### config.mk
export PLATFORM = sky130hd
export DESIGN_NAME = keypad_scanner
export DESIGN_NICKNAME = d
export VERILOG_FILES = /design/src/rtl/keypad_scanner.sv
export SDC_FILE = /design/constraint.sdc
export NUM_CORES = 1
export LEC_CHECK = 0
export ABC_AREA = 1
export ABC_CLOCK_PERIOD_IN_PS = 4300
export CAP_MARGIN = 20
export CORE_ASPECT_RATIO = 2
export CORE_MARGIN = 2
export CORE_UTILIZATION = 50
export DETAILED_ROUTE_END_ITERATION = 10
export GPL_TIMING_DRIVEN = 0
export HOLD_SLACK_MARGIN = 0.03
export PLACE_DENSITY_LB_ADDON = 0.15
export RECOVER_POWER = 50
export SYNTH_ARGS = -nofsm -noshare
export SYNTH_HDL_FRONTEND = slang
export SYNTH_SLANG_ARGS = --single-unit
### constraint.sdc
create_clock -name clk -period 4.3 [get_ports clk]
set_clock_uncertainty 0.1 [all_clocks]
set_input_delay 0.86 -clock clk [delete_from_list [all_inputs] [get_ports clk]]
set_output_delay 0.86 -clock clk [all_outputs]
set_load 0.03 [all_outputs]
### src/rtl/keypad_scanner.sv
// 4x4 keypad scanner with press/release debounce; one key_code + key_valid pulse per debounced press.
// Press-to-strobe latency is 3 + DEBOUNCE_CYCLES clocks, with no backpressure. KEY_REPEAT_EN adds held-key auto-repeat.
module keypad_scanner #(
    parameter logic [21:0] SCAN_DIVIDER    = 22'd1000,
    parameter logic [21:0] DEBOUNCE_CYCLES = 22'd48000,
    parameter logic [23:0] REPEAT_CYCLES   = 24'd2400000
) (
    input  logic       clk,
    input  logic       reset,
    input  logic [3:0] rows,
    output logic [3:0] cols,
    output logic [3:0] key_code,
    output logic       key_valid,
    output logic       key_held
);

    typedef enum logic [1:0] {
        SCAN       = 2'd0,
        DB_PRESS   = 2'd1,
        HELD       = 2'd2,
        DB_RELEASE = 2'd3
    } state_t;

    if (SCAN_DIVIDER < 22'd3) begin : g_bad_divider
        $error("SCAN_DIVIDER must be at least 3");
    end
    if (REPEAT_CYCLES == 24'd0) begin : g_bad_repeat
        $error("REPEAT_CYCLES must be nonzero");
    end

    state_t      state, state_n;
    logic [3:0]  rows_m, rows_s;
    logic [1:0]  col_idx, col_idx_n;
    logic [1:0]  row_idx, row_idx_n;
    logic [21:0] scan_cnt, scan_cnt_n;
    logic [21:0] db_cnt, db_cnt_n;
    logic [3:0]  key_code_n;
    logic        key_valid_n;
    logic        key_held_n;
    logic [1:0]  low_row;
    logic        any_low;
    logic        row_up;

`ifdef KEY_REPEAT_EN
    logic [23:0] rep_cnt, rep_cnt_n;
`endif

    function automatic logic [3:0] key_map(input logic [1:0] r, input logic [1:0] c);
        logic [3:0] code;
        case ({r, c})
            4'h0: code = 4'h1;
            4'h1: code = 4'h2;
            4'h2: code = 4'h3;
            4'h3: code = 4'hA;
            4'h4: code = 4'h4;
            4'h5: code = 4'h5;
            4'h6: code = 4'h6;
            4'h7: code = 4'hB;
            4'h8: code = 4'h7;
            4'h9: code = 4'h8;
            4'hA: code = 4'h9;
            4'hB: code = 4'hC;
            4'hC: code = 4'hE;
            4'hD: code = 4'h0;
            4'hE: code = 4'hF;
            default: code = 4'hD;
        endcase
        return code;
    endfunction

    always_ff @(posedge clk or posedge reset) begin
        if (reset) begin
            rows_m <= 4'b1111;
            rows_s <= 4'b1111;
        end else begin
            rows_m <= rows;
            rows_s <= rows_m;
        end
    end

    assign cols    = ~(4'b0001 << col_idx);
    assign any_low = ~&rows_s;
    assign row_up  = rows_s[row_idx];

    always_comb begin
        low_row = 2'd3;
        if (!rows_s[0])      low_row = 2'd0;
        else if (!rows_s[1]) low_row = 2'd1;
        else if (!rows_s[2]) low_row = 2'd2;
    end

    always_comb begin
        state_n     = state;
        col_idx_n   = col_idx;
        row_idx_n   = row_idx;
        scan_cnt_n  = scan_cnt;
        db_cnt_n    = db_cnt;
        key_code_n  = key_code;
        key_valid_n = 1'b0;
        key_held_n  = key_held;
`ifdef KEY_REPEAT_EN
        rep_cnt_n   = rep_cnt;
`endif
        case (state)
            SCAN: begin
                // The first two counts after a column change cover settling plus sync latency.
                if (scan_cnt >= 22'd2 && any_low) begin
                    row_idx_n = low_row;
                    db_cnt_n  = 22'd0;
                    state_n   = DB_PRESS;
                end else if (scan_cnt >= SCAN_DIVIDER - 22'd1) begin
                    col_idx_n  = col_idx + 2'd1;
                    scan_cnt_n = 22'd0;
                end else begin
                    scan_cnt_n = scan_cnt + 22'd1;
                end
            end
            DB_PRESS: begin
                if (row_up) begin
                    col_idx_n  = col_idx + 2'd1;
                    scan_cnt_n = 22'd0;
                    state_n    = SCAN;
                end else if (db_cnt >= DEBOUNCE_CYCLES - 22'd1) begin
                    key_code_n  = key_map(row_idx, col_idx);
                    key_valid_n = 1'b1;
                    key_held_n  = 1'b1;
                    state_n     = HELD;
`ifdef KEY_REPEAT_EN
                    rep_cnt_n   = 24'd0;
`endif
                end else begin
                    db_cnt_n = db_cnt + 22'd1;
                end
            end
            HELD: begin
                if (row_up) begin
                    db_cnt_n = 22'd0;
                    state_n  = DB_RELEASE;
                end
`ifdef KEY_REPEAT_EN
                else if (rep_cnt >= REPEAT_CYCLES - 24'd1) begin
                    key_valid_n = 1'b1;
                    rep_cnt_n   = 24'd0;
                end else begin
                    rep_cnt_n = rep_cnt + 24'd1;
                end
`endif
            end
            default: begin
                if (!row_up) begin
                    db_cnt_n = 22'd0;
                    state_n  = HELD;
`ifdef KEY_REPEAT_EN
                    rep_cnt_n = 24'd0;
`endif
                end else if (db_cnt >= DEBOUNCE_CYCLES - 22'd1) begin
                    key_held_n = 1'b0;
                    col_idx_n  = col_idx + 2'd1;
                    scan_cnt_n = 22'd0;
                    state_n    = SCAN;
                end else begin
                    db_cnt_n = db_cnt + 22'd1;
                end
            end
        endcase
    end

    always_ff @(posedge clk or posedge reset) begin
        if (reset) begin
            state     <= SCAN;
            col_idx   <= 2'd0;
            row_idx   <= 2'd0;
            scan_cnt  <= 22'd0;
            db_cnt    <= 22'd0;
            key_code  <= 4'h0;
            key_valid <= 1'b0;
            key_held  <= 1'b0;
        end else begin
            state     <= state_n;
            col_idx   <= col_idx_n;
            row_idx   <= row_idx_n;
            scan_cnt  <= scan_cnt_n;
            db_cnt    <= db_cnt_n;
            key_code  <= key_code_n;
            key_valid <= key_valid_n;
            key_held  <= key_held_n;
        end
    end

`ifdef KEY_REPEAT_EN
    always_ff @(posedge clk or posedge reset) begin
        if (reset) rep_cnt <= 24'd0;
        else       rep_cnt <= rep_cnt_n;
    end
`endif

endmodule

# After elaboration in Yosys (flattened, before gate mapping)
# Memories as Yosys holds them, arrays and structs flattened. A register that Yosys moved wholly into a read port is not among the register bits.
# Cells that the tools add are included.
# totals
memories	1
wordCells	84
rom_bits	64
inputBits	6
output_inout_bits	10
reg_bits	60
# op_classes
mux	37
n_shift	1
n_lt_le_gt_ge	4
n_reduce_logical	15
n_bitwise	4
n_eq_ne	10
add_sub_neg	3
# mem_list
name	depth	width	read_ports	rd_clocked_by_memory_dff	wr	line	text
(no name shown)	16	4	1	1	0	50	case ({r, c})
# ops
operator	count
$mux 22	9
$pmux 22 s3	2
$add 22x1->22 const B	2
$mux 2	13
$ge 22x10->1 const B	1
$ge 22x16->1 const B	1
$ge 22x2->1 const B	1
$ne 2x2->1 const B	6
$pmux 2 s3	2
$reduce_and 4->1	3
$mux 1	9
$reduce_and 3->1	2
$reduce_and 6->1	1
$ne 5x1->1 const B	1
$reduce_and 5->1	1
$not 4->4	1
$reduce_bool 2->1	2
$shl 1x2->4 const A	1
$lt 2x3->1 const B	1
$ne 3x3->1 const B	1
$not 1->1	3
$reduce_bool 3->1	1
$add 2x1->2 const B	1
$bmux 1 s2	1
other kinds (8)	8

# Longest topological paths before layout
# depth
ltp_word	5
depth_mapped	14
mapped_depth_nobuf	13

# Worst setup path before layout
# Ideal clock, no wire load.
# synth_timing
kind	reg2reg
from	reg row_idx[0]
to	reg db_cnt[0]
setup_time_ns	0.065
n_path_buf	3
setup_slack_ns	2.270
arrival_ns	1.865
period_less_slack_ns	2.030
path_stages_with_launch	12
required_time_ns	4.135
cell_sequence	dfrtp_1 > buf_4 > nand2_1 > nand3_1 > nand2_2 > clkinv_1 > buf_2 > ha_1 > nor2_2 > buf_2 > nand2_1 > nand2_1
# synth_between
elab_chain_cells	4
elab_cells_between_ends	7
cone_classes	eq/ne (2); mux (4); reduce/logical (1)
# synth_rtl
item	line	text
start: declaration	34	logic [1:0] row_idx, row_idx_n;
start signal: assignment	181	row_idx <= row_idx_n;
$bmux 1 s2 (*)	83	assign row_up = rows_s[row_idx];
$mux 1 (implied by the code) (*)	83	
$mux 22 or $ne 2x2->1 (tied branches)	--	
$pmux 22 s3 or $reduce_and 3->1 (tied branches)	--	
end signal: assignment	183	db_cnt <= db_cnt_n;
end: declaration	36	logic [21:0] db_cnt, db_cnt_n;
# Every way passes the cells marked *; elsewhere a longest branch is shown, timed or not. The select of a mux whose other input is x is not followed.
# A chain may end at the register's enable or synchronous reset.

# Final worst setup path
# layout_timing
from	reg col_idx[0]
to	out cols[0]
# layout_between
elab_chain_cells	2
# layout_rtl
item	line	text
start: declaration	33	logic [1:0] col_idx, col_idx_n;
start signal: assignment	180	col_idx <= col_idx_n;
$shl 1x2->4	81	assign cols = ~(4'b0001 << col_idx);
$not 4->4	81	
end: declaration	11	output logic [3:0] cols,
# Every way passes these cells.

==> flow_summary.json <==
{
  "path_common_cell": "inv_1",
  "ant_nets": 0,
  "maxSlewHeadroom_pct": 27.9,
  "vias": 3720,
  "clockBufferDepth": 2,
  "wl_per_cell_um": 13.9,
  "firstDrtPassIters": 4,
  "crit_chain": "inv_1 > ha_1 > inv_1 > clkdlybuf4s50_1",
  "drv_cap": 0,
  "rsz0062_at_grt": "no",
  "status": "finished, final reports clean",
  "slowest_stage": "clkdlybuf4s50_1",
  "diodes": 0,
  "drcViolationCount": 0,
  "overflow": 0,
  "dpl_cell_area_sq_um": 4410,
  "ys_warn_count": 0,
  "cts_tree": "built",
  "cts_hold_buffers": 0,
  "ff_latch_area_sq_um": 1610,
  "dp_cells": 686,
  "num_rows": 46,
  "ys_seq_area_share_pct": 39.1,
  "clk_latency_ns": 0.34,
  "cp.required_ns": 3.34,
  "die_area_sq_um": 9030,
  "ys_ff_latch": 64,
  "netlist_instances": 574,
  "htree_levels": 3,
  "max-vdd-ir-drop_v": 0.000380,
  "critPathMaxStageDelay_ns": 0.66,
  "synth.net_count": 595,
  "fin_cells": 702,
  "leakagePower_nw": 2.39,
  "numClockSinks": 64,
  "post-route-min-period_ns": 2.81,
  "cp-end-kind": "output port",
  "grt_pass1_vias": 3743,
  "die_h_um": 132,
  "ys.flop_type": "dfrtp_1",
  "cts_setup_buffers": 0,
  "antenna_found_initial": 0,
  "critical-path-top-delay-family": "buffers and inverters",
  "setup_violations": 0,
  "via_per_inst": 5.30,
  "port-buffer-count": 15,
  "drive_gt1_share_pct": 13.4,
  "avgSynthCellArea_sq_um": 7.18,
  "max_freq_mhz": 356,
  "final_core_util_pct": 58.9,
  "p_per_area_nw_per_um2": 528,
  "fin_crit_sh_pct": 65.3,
  "worstMarginPinSlew_ns": 1.08,
  "drt-initial-drc-count": 183,
  "multiInputGateArea_sq_um": 2110,
  "start_util_pct": 51.9,
  "synthArstFlopShare_pct": 100,
  "clk_pin_slew_worst_paths_ns": 0.05,
  "coreArea_sq_um": 7940,
  "critical_path_arrival_ns": 1.85,
  "syn_area_sq_um": 4120,
  "crit_path_start_kind": "flop",
  "fin_nets": 622,
  "cts_root_buffer": "clkbuf_16",
  "path_class": "reg2out",
  "grt_max_degree": 37,
  "place_ws_ns": 1.73,
  "crit_buf_inv": 3,
  "hp-class": "reg2reg",
  "layout_common_cells": "195 x nand2_1, 57 x inv_1, 57 x nor2_1",
  "finalHoldViolCount": 0,
  "gp_congestion": 0.945,
  "cts_resized": 0,
  "grt_pass1_wl_um": 16600,
  "cts_buffers": 9,
  "synth_edf_count": 0,
  "hold-worst-slack_ns": 0.253,
  "track_usage_pct": 24.5,
  "wl_um": 9760,
  "final_area_sq_um": 4680,
  "tns_ns": 0,
  "hpwl_um": 7400,
  "crit_fanout": 6,
  "die_w_um": 68.2,
  "synth_cell_types": 37,
  "area_growth_pct": 13.5,
  "finalMaxSlewViolations": 0,
  "ios": 16,
  "final_common_cell": "nand2_1",
  "layout_setup_ws_ns": 1.49,
  "p_total_mw": 2.47,
  "fillers": 735
}
[path summary, 6_finish.rpt]
kind                       slack, ns  cells past startpoint                    from                       end
setup / recovery                1.49                      4  col_idx[0]$_DFFE_PP0P_                   cols[0]
hold / removal                  0.25                      0     rows_m[2]$_DFF_PP1_       rows_s[2]$_DFF_PP1_
setup reg to reg                1.75                     11  row_idx[1]$_DFFE_PP0P_     db_cnt[8]$_DFFE_PP0P_
hold reg to reg                 0.25                      0     rows_m[2]$_DFF_PP1_       rows_s[2]$_DFF_PP1_
max in group asynchronous       2.21                      3                   reset    row_idx[0]$_DFFE_PP0P_
min in group asynchronous       1.14                      2                   reset  scan_cnt[20]$_DFFE_PP0P_
[cell usage after synthesis (12+ instances only)]
library cell | instances | area, sq um
nand2_1 | 195 | 732
inv_1 | 57 | 214
nor2_1 | 57 | 214
dfrtp_1 | 56 | 1400
nand4_1 | 40 | 250
nand3_1 | 29 | 145
o21ai_0 | 17 | 85.1
ha_1 | 15 | 188
nand2_2 | 13 | 81.3
inv_2 | 12 | 45.0
nor3_1 | 12 | 60.1
[flip-flops by register name, indices dropped and copies added (netlist names), named ones only]
signal,count
key_held,1
key_code,4
row_idx,2
scan_cnt,22
state,1
col_idx,2
rows_m,4
rows_s,4
db_cnt,22
key_valid,1
[final cells by class]
cell class | count | area share [%]
plain buffers | 17 | 2.43
multi-input cells | 421 | 45.1
well taps | 96 | 2.57
flip-flops and latches | 64 | 34.4
clock inverters | 6 | 0.748
inverters | 72 | 5.99
repair buffers | 16 | 3.63
clock buffers | 10 | 5.10
[cells by family (layout without fill, tap and decap cells)]
| group | Yosys count | after routing | synth area share [%] |
|---|---|---|---|
| AOI/OAI and AO/OA | 31 | 31 | 4.07 |
| and+or+nand+nor | 365 | 365 | 40.6 |
| buffers and inverters | 89 | 121 | 9.59 |
| adders and majority gates | 15 | 15 | 4.55 |
| xor gates and xnor gates | 10 | 10 | 2.12 |
| DFF | 64 | 64 | 39.1 |
[power by group]
group          internal, mW  switching (mW)  leakage [nW]
logic                 0.336           0.753          1.41
clock network         0.400           0.263         0.134
registers             0.658          0.0603         0.854
total                  1.39            1.08          2.39
[routing by layer]
layer  global-route usage, %  share of wire [%]  vias up
li1                        -                  -     1873
met1                    24.0                 36     1751
met2                    43.8                 58       65
met3                    4.68                2.1       31
met4                    16.3                4.3        0
met5                       0                  0        -
Power figures use the tool's default switching activity.
